<file path="src/rtl/dmac_arb_pkg.sv">
// Shared definitions for the DMA master-interface request arbiter:
// FSM state encoding, index-width helper and request-line mapping.
package dmac_arb_pkg;

  typedef enum logic [0:0] {
    ARB_IDLE    = 1'b0,
    ARB_GRANTED = 1'b1
  } arb_state_e;

  // Index width for n items, never narrower than one bit.
  function automatic int clog2_min1(input int n);
    return (n > 1) ? $clog2(n) : 1;
  endfunction

  // Request line 2k is channel k source, 2k+1 is channel k destination.
  function automatic int req_to_ch(input int line);
    return line / 2;
  endfunction

endpackage

</file>
<file path="src/rtl/dmac_prio_rr_select.sv">
// Combinational winner selection: highest priority among eligible lines,
// ties broken by a circular first-one search starting just after rr_ptr.
module dmac_prio_rr_select
  import dmac_arb_pkg::*;
#(
  parameter int NUM_CH  = 8,
  parameter int NUM_REQ = 2 * NUM_CH,
  parameter int PRIO_W  = 3,
  parameter int IDX_W   = clog2_min1(NUM_REQ)
) (
  input  logic [NUM_REQ-1:0]       elig,
  input  logic [PRIO_W*NUM_CH-1:0] ch_prior,
  input  logic [IDX_W-1:0]         rr_ptr,
  output logic [IDX_W-1:0]         winner,
  output logic                     valid
);

  logic [PRIO_W-1:0] line_prio [NUM_REQ];
  logic [PRIO_W-1:0] max_prio;

  // Expand the per-channel priority fields onto the request lines.
  always_comb begin
    for (int i = 0; i < NUM_REQ; i++) begin
      line_prio[i] = ch_prior[req_to_ch(i)*PRIO_W +: PRIO_W];
    end
  end

  // Highest priority present among the eligible lines.
  always_comb begin
    max_prio = '0;
    for (int i = 0; i < NUM_REQ; i++) begin
      if (elig[i] && (line_prio[i] > max_prio)) begin
        max_prio = line_prio[i];
      end
    end
  end

  // First eligible line at max_prio, scanning upward from rr_ptr+1 and
  // wrapping; rr_ptr itself is visited last so the last winner yields.
  always_comb begin : search
    int idx;
    // NOTE: every combinational output gets a default before any branch so
    // no path leaves it unassigned and no latch is inferred.
    winner = '0;
    valid  = 1'b0;
    idx    = 0;
    for (int k = 1; k <= NUM_REQ; k++) begin
      idx = int'(rr_ptr) + k;
      if (idx >= NUM_REQ) begin
        idx = idx - NUM_REQ;
      end
      if (!valid && elig[IDX_W'(idx)] && (line_prio[IDX_W'(idx)] == max_prio)) begin
        valid  = 1'b1;
        winner = IDX_W'(idx);
      end
    end
  end

endmodule

</file>
<file path="src/rtl/dmac_prio_rr_arbiter.sv">
// Per-master-interface request arbiter for the AHB DMA controller.
// Priority selection with round-robin among equals; grants are
// non-preemptive, lockable, and re-arbitrate with no dead cycle.
module dmac_prio_rr_arbiter
  import dmac_arb_pkg::*;
#(
  parameter int NUM_CH      = 8,
  parameter int NUM_REQ     = 2 * NUM_CH,
  parameter int PRIO_W      = 3,
  parameter int OUTPUT_MODE = 1,
  parameter int IDX_W       = clog2_min1(NUM_REQ)
) (
  input  logic                     hclk,
  input  logic                     hresetn,
  input  logic [NUM_REQ-1:0]       req,
  input  logic [PRIO_W*NUM_CH-1:0] ch_prior,
  input  logic [NUM_REQ-1:0]       mask,
  input  logic [NUM_REQ-1:0]       lock,
  output logic                     granted,
  output logic [NUM_REQ-1:0]       grant,
  output logic [IDX_W-1:0]         grant_index,
  output logic                     locked
);

  arb_state_e         state_q, state_d;
  logic [IDX_W-1:0]   holder_q, holder_d;
  logic [IDX_W-1:0]   rr_ptr_q, rr_ptr_d;

  logic [NUM_REQ-1:0] elig;
  logic [IDX_W-1:0]   sel_winner;
  logic               sel_valid;
  logic               holder_keeps;

  logic               out_granted_d;
  logic [NUM_REQ-1:0] out_grant_d;
  logic [IDX_W-1:0]   out_index_d;
  logic               out_locked_d;

  // A releasing holder is never in elig: it has either dropped req or is
  // masked without lock, so the same-cycle re-arbitration excludes it.
  assign elig = req & ~mask;

  assign holder_keeps = req[holder_q] && (!mask[holder_q] || lock[holder_q]);

  dmac_prio_rr_select #(
    .NUM_CH  (NUM_CH),
    .NUM_REQ (NUM_REQ),
    .PRIO_W  (PRIO_W),
    .IDX_W   (IDX_W)
  ) u_select (
    .elig     (elig),
    .ch_prior (ch_prior),
    .rr_ptr   (rr_ptr_q),
    .winner   (sel_winner),
    .valid    (sel_valid)
  );

  // State, holder and round-robin pointer registers.
  always_ff @(posedge hclk or negedge hresetn) begin
    if (!hresetn) begin
      state_q  <= ARB_IDLE;
      holder_q <= '0;
      // Pointer at the top line so the first scan starts at line 0.
      rr_ptr_q <= IDX_W'(NUM_REQ - 1);
    end else begin
      // NOTE: sequential state uses non-blocking assignments so every
      // register samples pre-edge values regardless of statement order.
      state_q  <= state_d;
      holder_q <= holder_d;
      rr_ptr_q <= rr_ptr_d;
    end
  end

  // Next-state: grant from idle, hold without preemption, or hand over.
  always_comb begin
    state_d  = state_q;
    holder_d = holder_q;
    rr_ptr_d = rr_ptr_q;
    case (state_q)
      ARB_IDLE: begin
        if (sel_valid) begin
          state_d  = ARB_GRANTED;
          holder_d = sel_winner;
          rr_ptr_d = sel_winner;
        end
      end
      ARB_GRANTED: begin
        if (!holder_keeps) begin
          if (sel_valid) begin
            holder_d = sel_winner;
            rr_ptr_d = sel_winner;
          end else begin
            state_d = ARB_IDLE;
          end
        end
      end
      default: state_d = ARB_IDLE;
    endcase
  end

  // Output decode of the next holder; a freshly arbitrated winner is
  // unmasked, so locked can only be set on a continuing hold.
  always_comb begin
    out_granted_d = (state_d == ARB_GRANTED);
    out_grant_d   = '0;
    out_index_d   = '0;
    if (out_granted_d) begin
      out_grant_d[holder_d] = 1'b1;
      out_index_d           = holder_d;
    end
    out_locked_d = out_granted_d && mask[holder_d] && lock[holder_d];
  end

  if (OUTPUT_MODE != 0) begin : g_reg_out
    // Registered outputs, updated on the same edge as the holder.
    always_ff @(posedge hclk or negedge hresetn) begin
      if (!hresetn) begin
        granted     <= 1'b0;
        grant       <= '0;
        grant_index <= '0;
        locked      <= 1'b0;
      end else begin
        granted     <= out_granted_d;
        grant       <= out_grant_d;
        grant_index <= out_index_d;
        locked      <= out_locked_d;
      end
    end
  end else begin : g_comb_out
    // Same-cycle outputs, forced low while reset is asserted.
    assign granted     = hresetn & out_granted_d;
    assign grant       = hresetn ? out_grant_d : '0;
    assign grant_index = hresetn ? out_index_d : '0;
    assign locked      = hresetn & out_locked_d;
  end

endmodule

</file>
<file path="config.mk">
export PLATFORM = sky130hd
export DESIGN_NAME = dmac_prio_rr_arbiter
export DESIGN_NICKNAME = d
export VERILOG_FILES = /design/src/rtl/dmac_arb_pkg.sv /design/src/rtl/dmac_prio_rr_select.sv /design/src/rtl/dmac_prio_rr_arbiter.sv
export SDC_FILE = /design/constraint.sdc
export NUM_CORES = 1
export LEC_CHECK = 0
export CORE_MARGIN = 1
export CORE_UTILIZATION = 40
export DETAILED_ROUTE_END_ITERATION = 16
export PLACE_DENSITY = 0.62
export SETUP_SLACK_MARGIN = 0.2
export SLEW_MARGIN = 20
export SYNTH_ARGS = -nofsm -noshare
export SYNTH_HDL_FRONTEND = slang
export SYNTH_HIERARCHICAL = 1
export SYNTH_SLANG_ARGS = --single-unit
export TNS_END_PERCENT = 30
</file>
<file path="constraint.sdc">
create_clock -name hclk -period 24.4 [get_ports hclk]
set_clock_uncertainty 0.2 [all_clocks]
set_input_delay 4.88 -clock hclk [delete_from_list [all_inputs] [get_ports hclk]]
set_output_delay 4.88 -clock hclk [all_outputs]
set_load 0.01 [all_outputs]
</file>
* Yosys cells after proc, flatten, opt, wreduce, memory -nomap -nowiden *
Index checks and enable logic that the tools add are counted.

storage, ports and cells
  register bits after elaboration = 30
  bits of input ports = 74

operators by class
  $add $sub $neg = 32
  order comparisons = 67
  equality and inequality tests = 17
  muxes and demuxes = 183
  bitwise operators = 19
  reductions and logical operators = 68

operator list
  cell                                                                           count
  3-bit binary-select mux with 4-bit select                                      16
  4-bit 2-to-1 mux                                                               37
  3-bit 2-to-1 mux                                                               48
  4-bit by 6-bit less-than comparator with 1-bit output (second input constant)  16
  1-bit binary-select mux with 4-bit select                                      21
  4-bit by 5-bit >= comparator with 1-bit output (second input constant)         16
  5-bit >= comparator (second input constant)                                    15
  4-bit NOT                                                                      16
  4-bit by 1-bit subtractor with 4-bit output (second input constant)            16
  1-bit 2-to-1 mux                                                               56
  1-bit logical AND                                                              51
  3-bit equality test                                                            16
  3-bit greater-than comparator                                                  15
  4-bit by 4-bit adder with 5-bit output (second input constant)                 8
  4-bit by 3-bit adder with 5-bit output (second input constant)                 4
  16-bit AND                                                                     1
  1-bit logical NOT                                                              16
  16-bit 2-to-1 mux                                                              1
  16-bit NOT                                                                     1
  4-bit one-hot mux with 2 select lines                                          2
  4-bit by 2-bit adder with 5-bit output (second input constant)                 2
  4-bit by 5-bit less-than comparator with 1-bit output (second input constant)  2
  4-bit by 5-bit adder with 6-bit output (second input constant)                 1
  6-bit by 5-bit >= comparator with 1-bit output (second input constant)         1
  other kinds (8)                                                                8

* Depth between registers and ports, before layout *
  word-level depth = 120
  gate-level depth with buffers = 113

* Hierarchy *
The synthesis kept the hierarchy.

by module, submodules not included
  module                instances  cells an instance  area each (µm²)  sequential area each (µm²)
  dmac_prio_rr_select   1          794                6306.0           0.0
  dmac_prio_rr_arbiter  1          180                1710.4           755.7

* Worst setup path after synthesis *
Ideal clock, no wire load.

  path type = input to register
  start = input req[0]
  end = register locked
  data arrival time = 24.567 ns
  data required time = 24.073 ns
  setup slack = -0.494 ns
  stages = 106
  path through = nor2b_1 > or2_2 > and2_1 > ha_1 > inv_1 > o31a_1 > o21a_1 > nand2_1 > mux2_2 > ha_1 > o32ai_1 > o211a_1 > nor2_1 > a21oi_1 > ha_1 > a211oi_1 > o311a_4 > mux2_2 > [70 not listed] > nor2_1 > or3_1 > buf_2 > or3_4 > and4b_4 > nor3_4 > nand4b_4 > or2_0 > nand2b_1 > clkbuf_1 > nor2b_1 > a32o_1 > o32a_2 > buf_6 > a31oi_1 > o21ai_0 > a211oi_1 > nor3_2

between the ends
  word-level cells in the longest chain between the ends = 118
  elaborated cells on any way between the ends = 205
  those cells by class = order compare: 15; eq/ne: 16; mux: 108; bitwise: 1; reduce/logical: 65

RTL lines
  what                                       RTL line                                                source
  start, declared                            dmac_prio_rr_arbiter.sv:15                              input logic [NUM_REQ-1:0] req,
  16-bit AND *                               dmac_prio_rr_arbiter.sv:41                              assign elig = req & ~mask;
  1-bit logical AND                          dmac_prio_rr_select.sv:32                               if (elig[i] && (line_prio[i] > max_prio)) begin
  3-bit 2-to-1 mux                           dmac_prio_rr_select.sv:32
  3-bit greater-than comparator              dmac_prio_rr_select.sv:32
  1-bit logical AND                          dmac_prio_rr_select.sv:32
  3-bit 2-to-1 mux                           dmac_prio_rr_select.sv:32
  3-bit greater-than comparator              dmac_prio_rr_select.sv:32
  1-bit logical AND                          dmac_prio_rr_select.sv:32
  [103 not listed]                           --
  via sel_valid                              dmac_prio_rr_arbiter.sv:31                              logic sel_valid;
  4-bit 2-to-1 mux                           dmac_prio_rr_arbiter.sv:81, dmac_prio_rr_arbiter.sv:89
  4-bit 2-to-1 mux                           dmac_prio_rr_arbiter.sv:88                              if (!holder_keeps) begin
  4-bit one-hot mux with 2 select lines      dmac_prio_rr_arbiter.sv:79                              case (state_q)
  1-bit binary-select mux with 4-bit select  dmac_prio_rr_arbiter.sv:111                             out_locked_d = out_granted_d && mask[holder_d] && lock[holder_d];
  1-bit 2-to-1 mux (not written as such)     dmac_prio_rr_arbiter.sv:111
  1-bit logical AND                          dmac_prio_rr_arbiter.sv:111
  1-bit logical AND *                        dmac_prio_rr_arbiter.sv:111
  via out_locked_d                           dmac_prio_rr_arbiter.sv:37                              logic out_locked_d;
  end signal, assigned                       dmac_prio_rr_arbiter.sv:126                             locked <= out_locked_d;
  end, declared                              dmac_prio_rr_arbiter.sv:22                              output logic locked

The timed path passes the listed nets; every way through them passes the cells marked *. The select of a mux whose other input is x is not followed.
A chain may end at the register's enable or synchronous reset.

* Worst setup path after layout *
  start = input req[2]
  end = register locked

between the ends
  word-level cells in the longest chain between the ends = 112
  elaborated cells on any way between the ends = 199
  those cells by class = order compare: 13; eq/ne: 16; mux: 106; bitwise: 1; reduce/logical: 63

RTL lines
  what                                       RTL line                     source
  16-bit AND *                               dmac_prio_rr_arbiter.sv:41
  via elig[2]                                dmac_prio_rr_arbiter.sv:29   logic [NUM_REQ-1:0] elig;
  1-bit logical AND                          dmac_prio_rr_select.sv:32
  3-bit 2-to-1 mux                           dmac_prio_rr_select.sv:32
  3-bit greater-than comparator              dmac_prio_rr_select.sv:32
  1-bit logical AND                          dmac_prio_rr_select.sv:32
  3-bit 2-to-1 mux                           dmac_prio_rr_select.sv:32
  3-bit greater-than comparator              dmac_prio_rr_select.sv:32
  [98 not listed]                            --
  via sel_valid                              dmac_prio_rr_arbiter.sv:31
  [1 not listed]                             --
  4-bit 2-to-1 mux                           dmac_prio_rr_arbiter.sv:88
  4-bit one-hot mux with 2 select lines *    dmac_prio_rr_arbiter.sv:79
  via holder_d[1]                            dmac_prio_rr_arbiter.sv:26   logic [IDX_W-1:0] holder_q, holder_d;
  1-bit binary-select mux with 4-bit select  dmac_prio_rr_arbiter.sv:111
  1-bit 2-to-1 mux (not written as such)     dmac_prio_rr_arbiter.sv:111
  1-bit logical AND                          dmac_prio_rr_arbiter.sv:111
  1-bit logical AND *                        dmac_prio_rr_arbiter.sv:111
  via out_locked_d                           dmac_prio_rr_arbiter.sv:37

Marked as above.

==> impl_metrics.env <==
export IMPL_status="finished clean"
export IMPL_crit_slowest_cell="clkdlybuf4s50_1"
export IMPL_ff2ff_path_depth=21
export IMPL_final_cell_mix="buf_4 (197), clkdlybuf4s50_1 (87), nand2_1 (79)"
export IMPL_finalSetupTns_ns=0
export IMPL_drtAntennaViolNets=0
export IMPL_drv_slew=0
export IMPL_drt_iter0_markers=818
export IMPL_die_area_mm2=0.02061
export IMPL_relSlewSlack_pct=36.11
export IMPL_nNetsFinal=1328
export IMPL_clock_latency_ns=0.27
export IMPL_synth_edf_count=0
export IMPL_synth_area_per_cell_um2=8.230
export IMPL_yosysWarnings=6
export IMPL_ys_seq_elements=30
export IMPL_syn_area_mm2=0.008016
export IMPL_worstPathArrival_ns=23.90
export IMPL_placementRows=51
export IMPL_dr_total_vias=9320
export IMPL_worstHoldPathCells=1
export IMPL_cp_max_fo=8
export IMPL_antenna_found_initial=0
export IMPL_yosys_cell_types_count=109
export IMPL_crit_top_cell="ha_4"
export IMPL_postSynth_asyncResetShare_pct=100.0
export IMPL_ioPinCount=96
export IMPL_drv_cap=0
export IMPL_rsz0062_at_grt="yes"
export IMPL_stdcell_count=1495
export IMPL_fin_crit_sh_pct=98.15
export IMPL_via_per_inst=6.234
export IMPL_final_setup_viol_count=0
export IMPL_nFillCells=1719
export IMPL_fin_crit_ns=23.95
export IMPL_hold_viol=0
export IMPL_ys_seq_area_share_pct=9.427
export IMPL_first_pass_iters=8
export IMPL_grt_pass1_wl_um=45980
export IMPL_synth_nets=1073
export IMPL_cts_buffers=5
export IMPL_cts_clk_slew_worst_paths_ns=0.05
export IMPL_worst_pin_slew_ns=0.9551
export IMPL_globalplace_congestion=0.9550
export IMPL_portBuffers=95
export IMPL_synth_cells=974
export IMPL_drive_gt1_share_pct=38.05
export IMPL_dp_hpwl_um=22310
export IMPL_end_kind="register"
export IMPL_clockBufferDepth=2
export IMPL_totalWireLength_um=30990
export IMPL_root_buffer="clkbuf_16"
export IMPL_final_common_cell="buf_4"
export IMPL_die_h_um=143.6
export IMPL_min_path_type="reg -> reg"
export IMPL_critPathLaunchType="input pin"
export IMPL_grt_max_degree=45
export IMPL_start_util_pct=41.05
export IMPL_diodes=0
export IMPL_cp_data_required_time_ns=24.35
export IMPL_max_stage_delay_ns=0.48
export IMPL_grt_overflow=0
export IMPL_core_area_mm2=0.01953
export IMPL_cts_sinks=30
export IMPL_drc_errors=0
export IMPL_htreeDepth=2
export IMPL_grt_usage_pct=28.76
export IMPL_grt_pass1_vias=8645
export IMPL_dp_cells=1439
export IMPL_synthFlopType="dfrtp_1"
export IMPL_max_freq_ghz=0.04176
export IMPL_syn_to_final_growth_pct=45.87
export IMPL_wl_per_cell_um=20.73
export IMPL_fp_dieW_um=143.6
export IMPL_cts_tree="done"
export IMPL_critical_path_class="in -> reg"
## per-layer routing
metal	share of wire, %	wire length [µm]	global-route usage (%)	vias to the layer above
li1	-	-	-	4265
met1	42	12910	39.43	4506
met2	47	14500	45.55	466
met3	7.7	2397	4.165	83
met4	3.8	1169	11.03	0
met5	0	0	0	-
## repair_timing
item,in CTS,in global routing
hold buffers,0,0
buffers inserted,26,20
cloned,0,2
pin swaps,48,88
resized for setup,64,123
endpoints found under the setup margin,29,30
endpoints found under the hold margin,0,0
## area by class of cell
type / count / area, µm² / share of cell area [%]
clock buffers: 6 / 138.9 / 1.188
clock inverters: 2 / 60.06 / 0.5136
inverters: 47 / 176.4 / 1.509
multi-input cells: 836 / 7580 / 64.82
flip-flops and latches: 30 / 755.7 / 6.463
well taps: 265 / 331.6 / 2.835
repair buffers: 309 / 2651 / 22.67
## stage by stage
| step | setup WS, ns | hold WS (ns) | utilization, % | cell area [µm²] |
|---|---|---|---|---|
| after detailed placement | -0.8547 | 0.5870 | 53.29 | 10410 |
| after CTS | 0.2110 | 0.6046 | 56.56 | 11040 |
| after floorplan | 0.2039 | 0.3024 | - | 8063 |
| after global routing | -0.3457 | 0.6202 | 59.89 | 11690 |
| final | 0.4523 | 0.6104 | 59.89 | 11690 |
| after global placement | -0.4044 | 0.5975 | 53.29 | 10410 |
## worst max-delay path: cells and delay by family
family / cells / cell delay, ns
buffers and inverters: 7 / 1.41
muxes: 5 / 1.57
and+or+nand+nor: 32 / 4.77
AOI/OAI and AO/OA: 47 / 7.69
adders and majority gates: 14 / 3.40
xor gates and xnor gates: 1 / 0.14
## kinds of logic (layout without fill, tap and decap cells)
group           count (synthesis)  in the layout  synth area share, %
compound gates                248            248                23.49
xor+xnor                       48             48                5.244
fa+ha+maj                      29             29                4.401
buf+inv                       108            364                5.525
flops                          30             30                9.427
mux                           137            137                27.42
simple gates                  374            374                24.49
## registers in the layout, indices dropped and copies added (netlist names)
register	cells
granted	1
rr_ptr_q	4
grant_index	4
locked	1
grant	16
holder_q	4
## synth_stat cells (all sizes together), types with 26 or more instances
master	number	area share, %
mux2i	58	7.2
xnor2	29	3.2
o21ai	42	2.6
inv	46	2.2
clkbuf	46	2.2
dfrtp	26	8.1
nor2	82	3.9
nand3	27	1.7
nor2b	32	2.5
nor3	34	2.3
mux4	64	18
a21oi	53	3.4
nand2	94	4.4
## path summary, 6_finish.rpt
check / end / slack (ns) / start
min: rr_ptr_q[3] / 0.61 / rr_ptr_q[3]
max: locked / 0.45 / req[2]
max reg2reg: locked / 17.56 / rr_ptr_q[2]
min reg2reg: rr_ptr_q[3] / 0.61 / rr_ptr_q[3]
min in group asynchronous: grant_index[0] / 4.80 / hresetn
max in group asynchronous: rr_ptr_q[2] / 18.89 / hresetn
Power is left out: the tool's default activity adds up to more than one toggle a clock period on the data nets, which glitch-free logic cannot reach.
==> RTL edit 1: new RTL, same flow settings <==
Make the reset (`hresetn`) synchronous in 2 clocked blocks.
--- a/src/rtl/dmac_prio_rr_arbiter.sv
+++ b/src/rtl/dmac_prio_rr_arbiter.sv
@@ -57,5 +57,5 @@
 
   // State, holder and round-robin pointer registers.
-  always_ff @(posedge hclk or negedge hresetn) begin
+  always_ff @(posedge hclk) begin
     if (!hresetn) begin
       state_q  <= ARB_IDLE;
@@ -114,5 +114,5 @@
   if (OUTPUT_MODE != 0) begin : g_reg_out
     // Registered outputs, updated on the same edge as the holder.
-    always_ff @(posedge hclk or negedge hresetn) begin
+    always_ff @(posedge hclk) begin
       if (!hresetn) begin
         granted     <= 1'b0;
Function: differs if hresetn is asserted again (counterexample within 4 cycles, from zero or initial values and one cycle with hresetn low); with hresetn held inactive, the same outputs for 4 cycles.
==> RTL edit 1 against the original RTL <==
- the run now ends with negative setup slack left
- area after synthesis is 6.0% higher
- worst hold slack lost 34 ps
- sequential cell count unchanged
- setup slack lost 1900 ps
- cell area is 16% higher
- global-route usage grew 0.99 points
- routed wire length is 11% higher
- fmax fell by 7.4%
- critical endpoint is now locked$_SDFF_PN0_
Power is not shown: default switching activity piles up to over one toggle a cycle in this logic, so the estimate is an artifact.
==> RTL edit 1: results (changes against the original RTL) <==
----------------------------------------------------
[Hold path]
  Start point of the worst min-delay path ... rr_ptr_q[0]$_SDFFE_PN1P_
  Hold Crit Depth ... 3 (+2)
  Hold Path Sink ... rr_ptr_q[0]$_SDFFE_PN1P_
  HP Class ... reg2reg

[Global routing]
  Via count of the first global-routing pass ... 10007 (+16%)
  GRT Util Overall ... 0.2975 (+0.009926)
  Global-route wire length before repair ... 51.89 mm (+13%)
  Largest net degree at the start of global routing ... 43 (-4.4%)

[Synth]
  Synthesized area per cell ... 8.087 um2 (-1.7%)
  Sequential element share of the synthesized area ... 0.07066 (-0.02361)
  Dominant register cell in the synthesized netlist ... sky130_fd_sc_hd__dfxtp_1
  Synth async-reset ratio ... 0 (-1.000)
  Biggest area contributors in the synthesized netlist ... sky130_fd_sc_hd__mux4_2 (17%), sky130_fd_sc_hd__mux2i_1 (7.8%), sky130_fd_sc_hd__dfxtp_1 (7.1%)
  Synth Net Count ... 1150 (+7.2%)
  Most frequent cells after synthesis ... sky130_fd_sc_hd__nand2_1 (92), sky130_fd_sc_hd__nor2_1 (88), sky130_fd_sc_hd__mux2i_1 (66)
  Synth cell types ... 108 (-0.92%)

[Clocking]
  Root buffer selected by CTS ... sky130_fd_sc_hd__clkbuf_16
  Worst-skew pair later-pin latency ... 280 ps

[STA]
  Final worst setup slack ... -1472 ps (-1925 ps)
  Transition at the pin with the smallest max-transition slack ... 1113 ps (+157.5 ps)
  Final setup fails ... 30 (+30)

[Critical path]
  Worst path max stage delay ... 610 ps (+130 ps)
  Crit path DAT ... 25840 ps (+1940 ps)
  Worst reg2reg path endpoint ... locked$_SDFF_PN0_
  Setup slack on the worst flop-to-flop path ... 17620 ps (+60 ps)
  Master of the slowest instance on the critical path ... sky130_fd_sc_hd__or4b_4
  Peak fanout along the critical path ... 7 (-1)
  Beginning of the worst register-to-register path ... rr_ptr_q[1]$_SDFFE_PN1P_

[Placed design]
  Total placed cells including tap cells ... 1591 (+11%)
  Post-DP HPWL ... 24.72 mm (+11%)
  Final Wtd Congestion ... 0.9424 (-1.3%)

[Run status]
  Failing checks ... negative setup slack
  Outcome ... finished, violations left

[Finish]
  Number of nets in the final layout ... 1537 (+16%)
  Number of flip-flops under the largest register name ... 16 (unchanged)
  Antenna fix cells ... 0 (unchanged)
  Proportion of layout cells with a drive suffix above 1 ... 0.4705 (+0.08998)
  Number of fill cells ... 1667 (-3.0%)

[Detailed routing]
  Drt pass-1 iters ... 6 (-2)
  Routed Wire Length ... 34.38 mm (+11%)
  WL/cell ... 20.12 um (-2.9%)
  Iter 0 DRT Violations ... 913 (+12%)
  Count of vias placed by the detailed router ... 10371 (+11%)

----------------------------------------------------
RTL edit 1: layout make-up:
class / count / share of cell area
Clock buffer: 6 / 0.01028
Inverter: 54 / 0.01519
Sequential cell: 30 / 0.04455
Clock inverter: 2 / 0.0009261
Timing Repair Buffer: 449 / 0.2790
Multi-Input combinational cell: 898 / 0.6250
Tap cell: 270 / 0.02500
RTL edit 1: what timing repair did:
action                                 4_1_cts  5_1_grt
setup endpoints to repair                   30       30
pin swaps                                   85       59
setup buffers                               82       28
endpoints found under the hold margin        0        0
gates resized for setup                    135       70
hold buffers                                 0        0
RTL edit 1: through the flow:
step	setup TNS [ps]	utilization	worst slack, ps	hold slack (ps)	instance area, um2
2_1_floorplan	-30300	-	-1419	279.4	8929
3_3_place_gp	-41000	0.5700	-1819	552.7	11720
3_5_place_dp	-57130	0.5700	-2387	540.8	11720
4_1_cts	-13460	0.6305	-760.6	574.2	12960
5_1_grt	-58750	0.6571	-2266	611.6	13510
6_report	-34670	0.6571	-1472	576.0	13510
RTL edit 1: critical path, delay by kind of cell:
| kind | cells | cell delay (ps) |
|---|---|---|
| compound gates | 41 | 7180 |
| fa+ha+maj | 15 | 3690 |
| mux | 10 | 2910 |
| buf+inv | 9 | 1370 |
| xor+xnor | 1 | 190 |
| simple gates | 33 | 5580 |
RTL edit 1: cells by family after synthesis:
| kind of cell | count (synthesis) | share of synthesized area |
|---|---|---|
| adder cells (fa/ha/maj) | 29 | 0.04151 |
| XOR/XNOR | 44 | 0.04534 |
| AO/OA/AOI/OAI | 282 | 0.2569 |
| flip-flops | 30 | 0.07066 |
| AND/OR/NAND/NOR | 387 | 0.2369 |
| multiplexers | 156 | 0.2847 |
| buffers and inverters | 123 | 0.06404 |
RTL edit 1: layer usage:
metal / share of wire / up-vias / wire length [um] / track usage
li1: - / 4807 / - / -
met1: 0.42 / 5018 / 14290 / 0.3936
met2: 0.48 / 478 / 16510 / 0.5007
met3: 0.074 / 68 / 2559 / 0.04074
met4: 0.030 / 0 / 1028 / 0.09175
met5: 0 / - / 0 / 0
RTL edit 1: worst max path at each step:
stage	from	end	slack [ps]	cells after the start
3_5_place_dp	req[0]	locked$_SDFF_PN0_	-2390	116
5_1_grt	ch_prior[1]	locked$_SDFF_PN0_	-2270	114
3_3_place_gp	req[1]	locked$_SDFF_PN0_	-1820	114
4_1_cts	req[1]	locked$_SDFF_PN0_	-760	114
6_report	ch_prior[1]	locked$_SDFF_PN0_	-1470	109
2_1_floorplan	req[1]	locked$_SDFF_PN0_	-1420	119
==> RTL edit 2: new RTL, config.mk and constraints unchanged <==
Without the edit above. Change the parameter `OUTPUT_MODE` from 1 to 0.
--- a/src/rtl/dmac_prio_rr_arbiter.sv
+++ b/src/rtl/dmac_prio_rr_arbiter.sv
@@ -8,5 +8,5 @@
   parameter int NUM_REQ     = 2 * NUM_CH,
   parameter int PRIO_W      = 3,
-  parameter int OUTPUT_MODE = 1,
+  parameter int OUTPUT_MODE = 0,
   parameter int IDX_W       = clog2_min1(NUM_REQ)
 ) (
Behaviour: not the same (a bounded check fails within 4 cycles, from zero or initial values and one cycle with hresetn low).
==> RTL edit 2 against the original RTL <==
- the flow now finishes with violations (negative setup slack)
- sequential share of layout area shrank 4.6 points
- sequential cell count is 21 lower
- setup slack lost 5300 ps
- area after synthesis down 2.7%
- via count grew 1.3%
- cell area grew 5.2%
- first-iteration DRC count is 5.4% higher
- final cell count up 6.2%
- routed wire length fell by 1.2%
Power is not shown: default switching activity piles up to over one toggle a cycle in this logic, so the estimate is an artifact.
==> RTL edit 2: results (changes against the original RTL) <==
----------------------------------------------------
[Run status]
  Outcome ... finished, violations left
  Failing checks ... negative setup slack

[Finish]
  Number of multi-input logic gates ... 862 (+3.1%)
  Number of clock buffer instances in the layout ... 4 (-2)
  Proportion of layout cells with a drive suffix above 1 ... 0.4830 (+0.1026)
  Number of fill cells ... 1576 (-8.3%)
  Invs w/o clock ... 50 (+6.4%)
  Portion of the layout cell area used by non-clock buffers ... 0.2674 (+0.04064)

[STA]
  Final setup fails ... 22 (+22)
  Final worst setup slack ... -4816 ps (-5268 ps)
  Transition at the pin with the smallest max-transition slack ... 1050 ps (+94.95 ps)

[Detailed routing]
  Drt pass-1 iters ... 6 (-2)
  WL/cell ... 19.29 um (-6.9%)

[Clocking]
  Clock buffers created by TritonCTS ... 3 (-2)
  Post-CTS setup buffers ... 44 (+69%)

[Die]
  Floorplan die width ... 141.6 um (-1.4%)

[Synth]
  Most frequent cells after synthesis ... sky130_fd_sc_hd__nand2_1 (98), sky130_fd_sc_hd__nor2_1 (91), sky130_fd_sc_hd__mux4_2 (64)
  Compound-Gate Fraction of Synth Area ... 0.2608 (+0.02585)

[Critical path]
  Worst setup path endpoint ... grant[6]
  Setup slack on the worst flop-to-flop path ... 17600 ps (+40 ps)

[Placed design]
  Setup slack after placement ... -5705 ps (-4850 ps)
  Final Wtd Congestion ... 0.9634 (+0.88%)
  Placed instance area ... 11090 um2 (+6.6%)

[Global routing]
  Via count of the first global-routing pass ... 9100 (+5.3%)
  Global-route wire length before repair ... 47.74 mm (+3.8%)

----------------------------------------------------
[RTL edit 2: cell count changes after synthesis, moves of 6 or more]
cell | before | now
sky130_fd_sc_hd__dfrtp_1 | 26 | 5
sky130_fd_sc_hd__and3_1 | 10 | 4
sky130_fd_sc_hd__o21a_1 | 1 | 8
sky130_fd_sc_hd__o211ai_1 | 20 | 9
sky130_fd_sc_hd__nand4_1 | 13 | 6
sky130_fd_sc_hd__xnor2_1 | 29 | 35
sky130_fd_sc_hd__nand2b_1 | 16 | 23
sky130_fd_sc_hd__mux2_2 | 11 | 18
sky130_fd_sc_hd__nor2_1 | 80 | 91
sky130_fd_sc_hd__a21oi_1 | 52 | 35
[RTL edit 2: metal layers]
metal	track usage	up-vias	wire length, um
li1	-	4454	-
met1	0.3998	4507	12630
met2	0.4944	417	14670
met3	0.04489	62	2457
met4	0.08546	0	863
met5	0	-	0
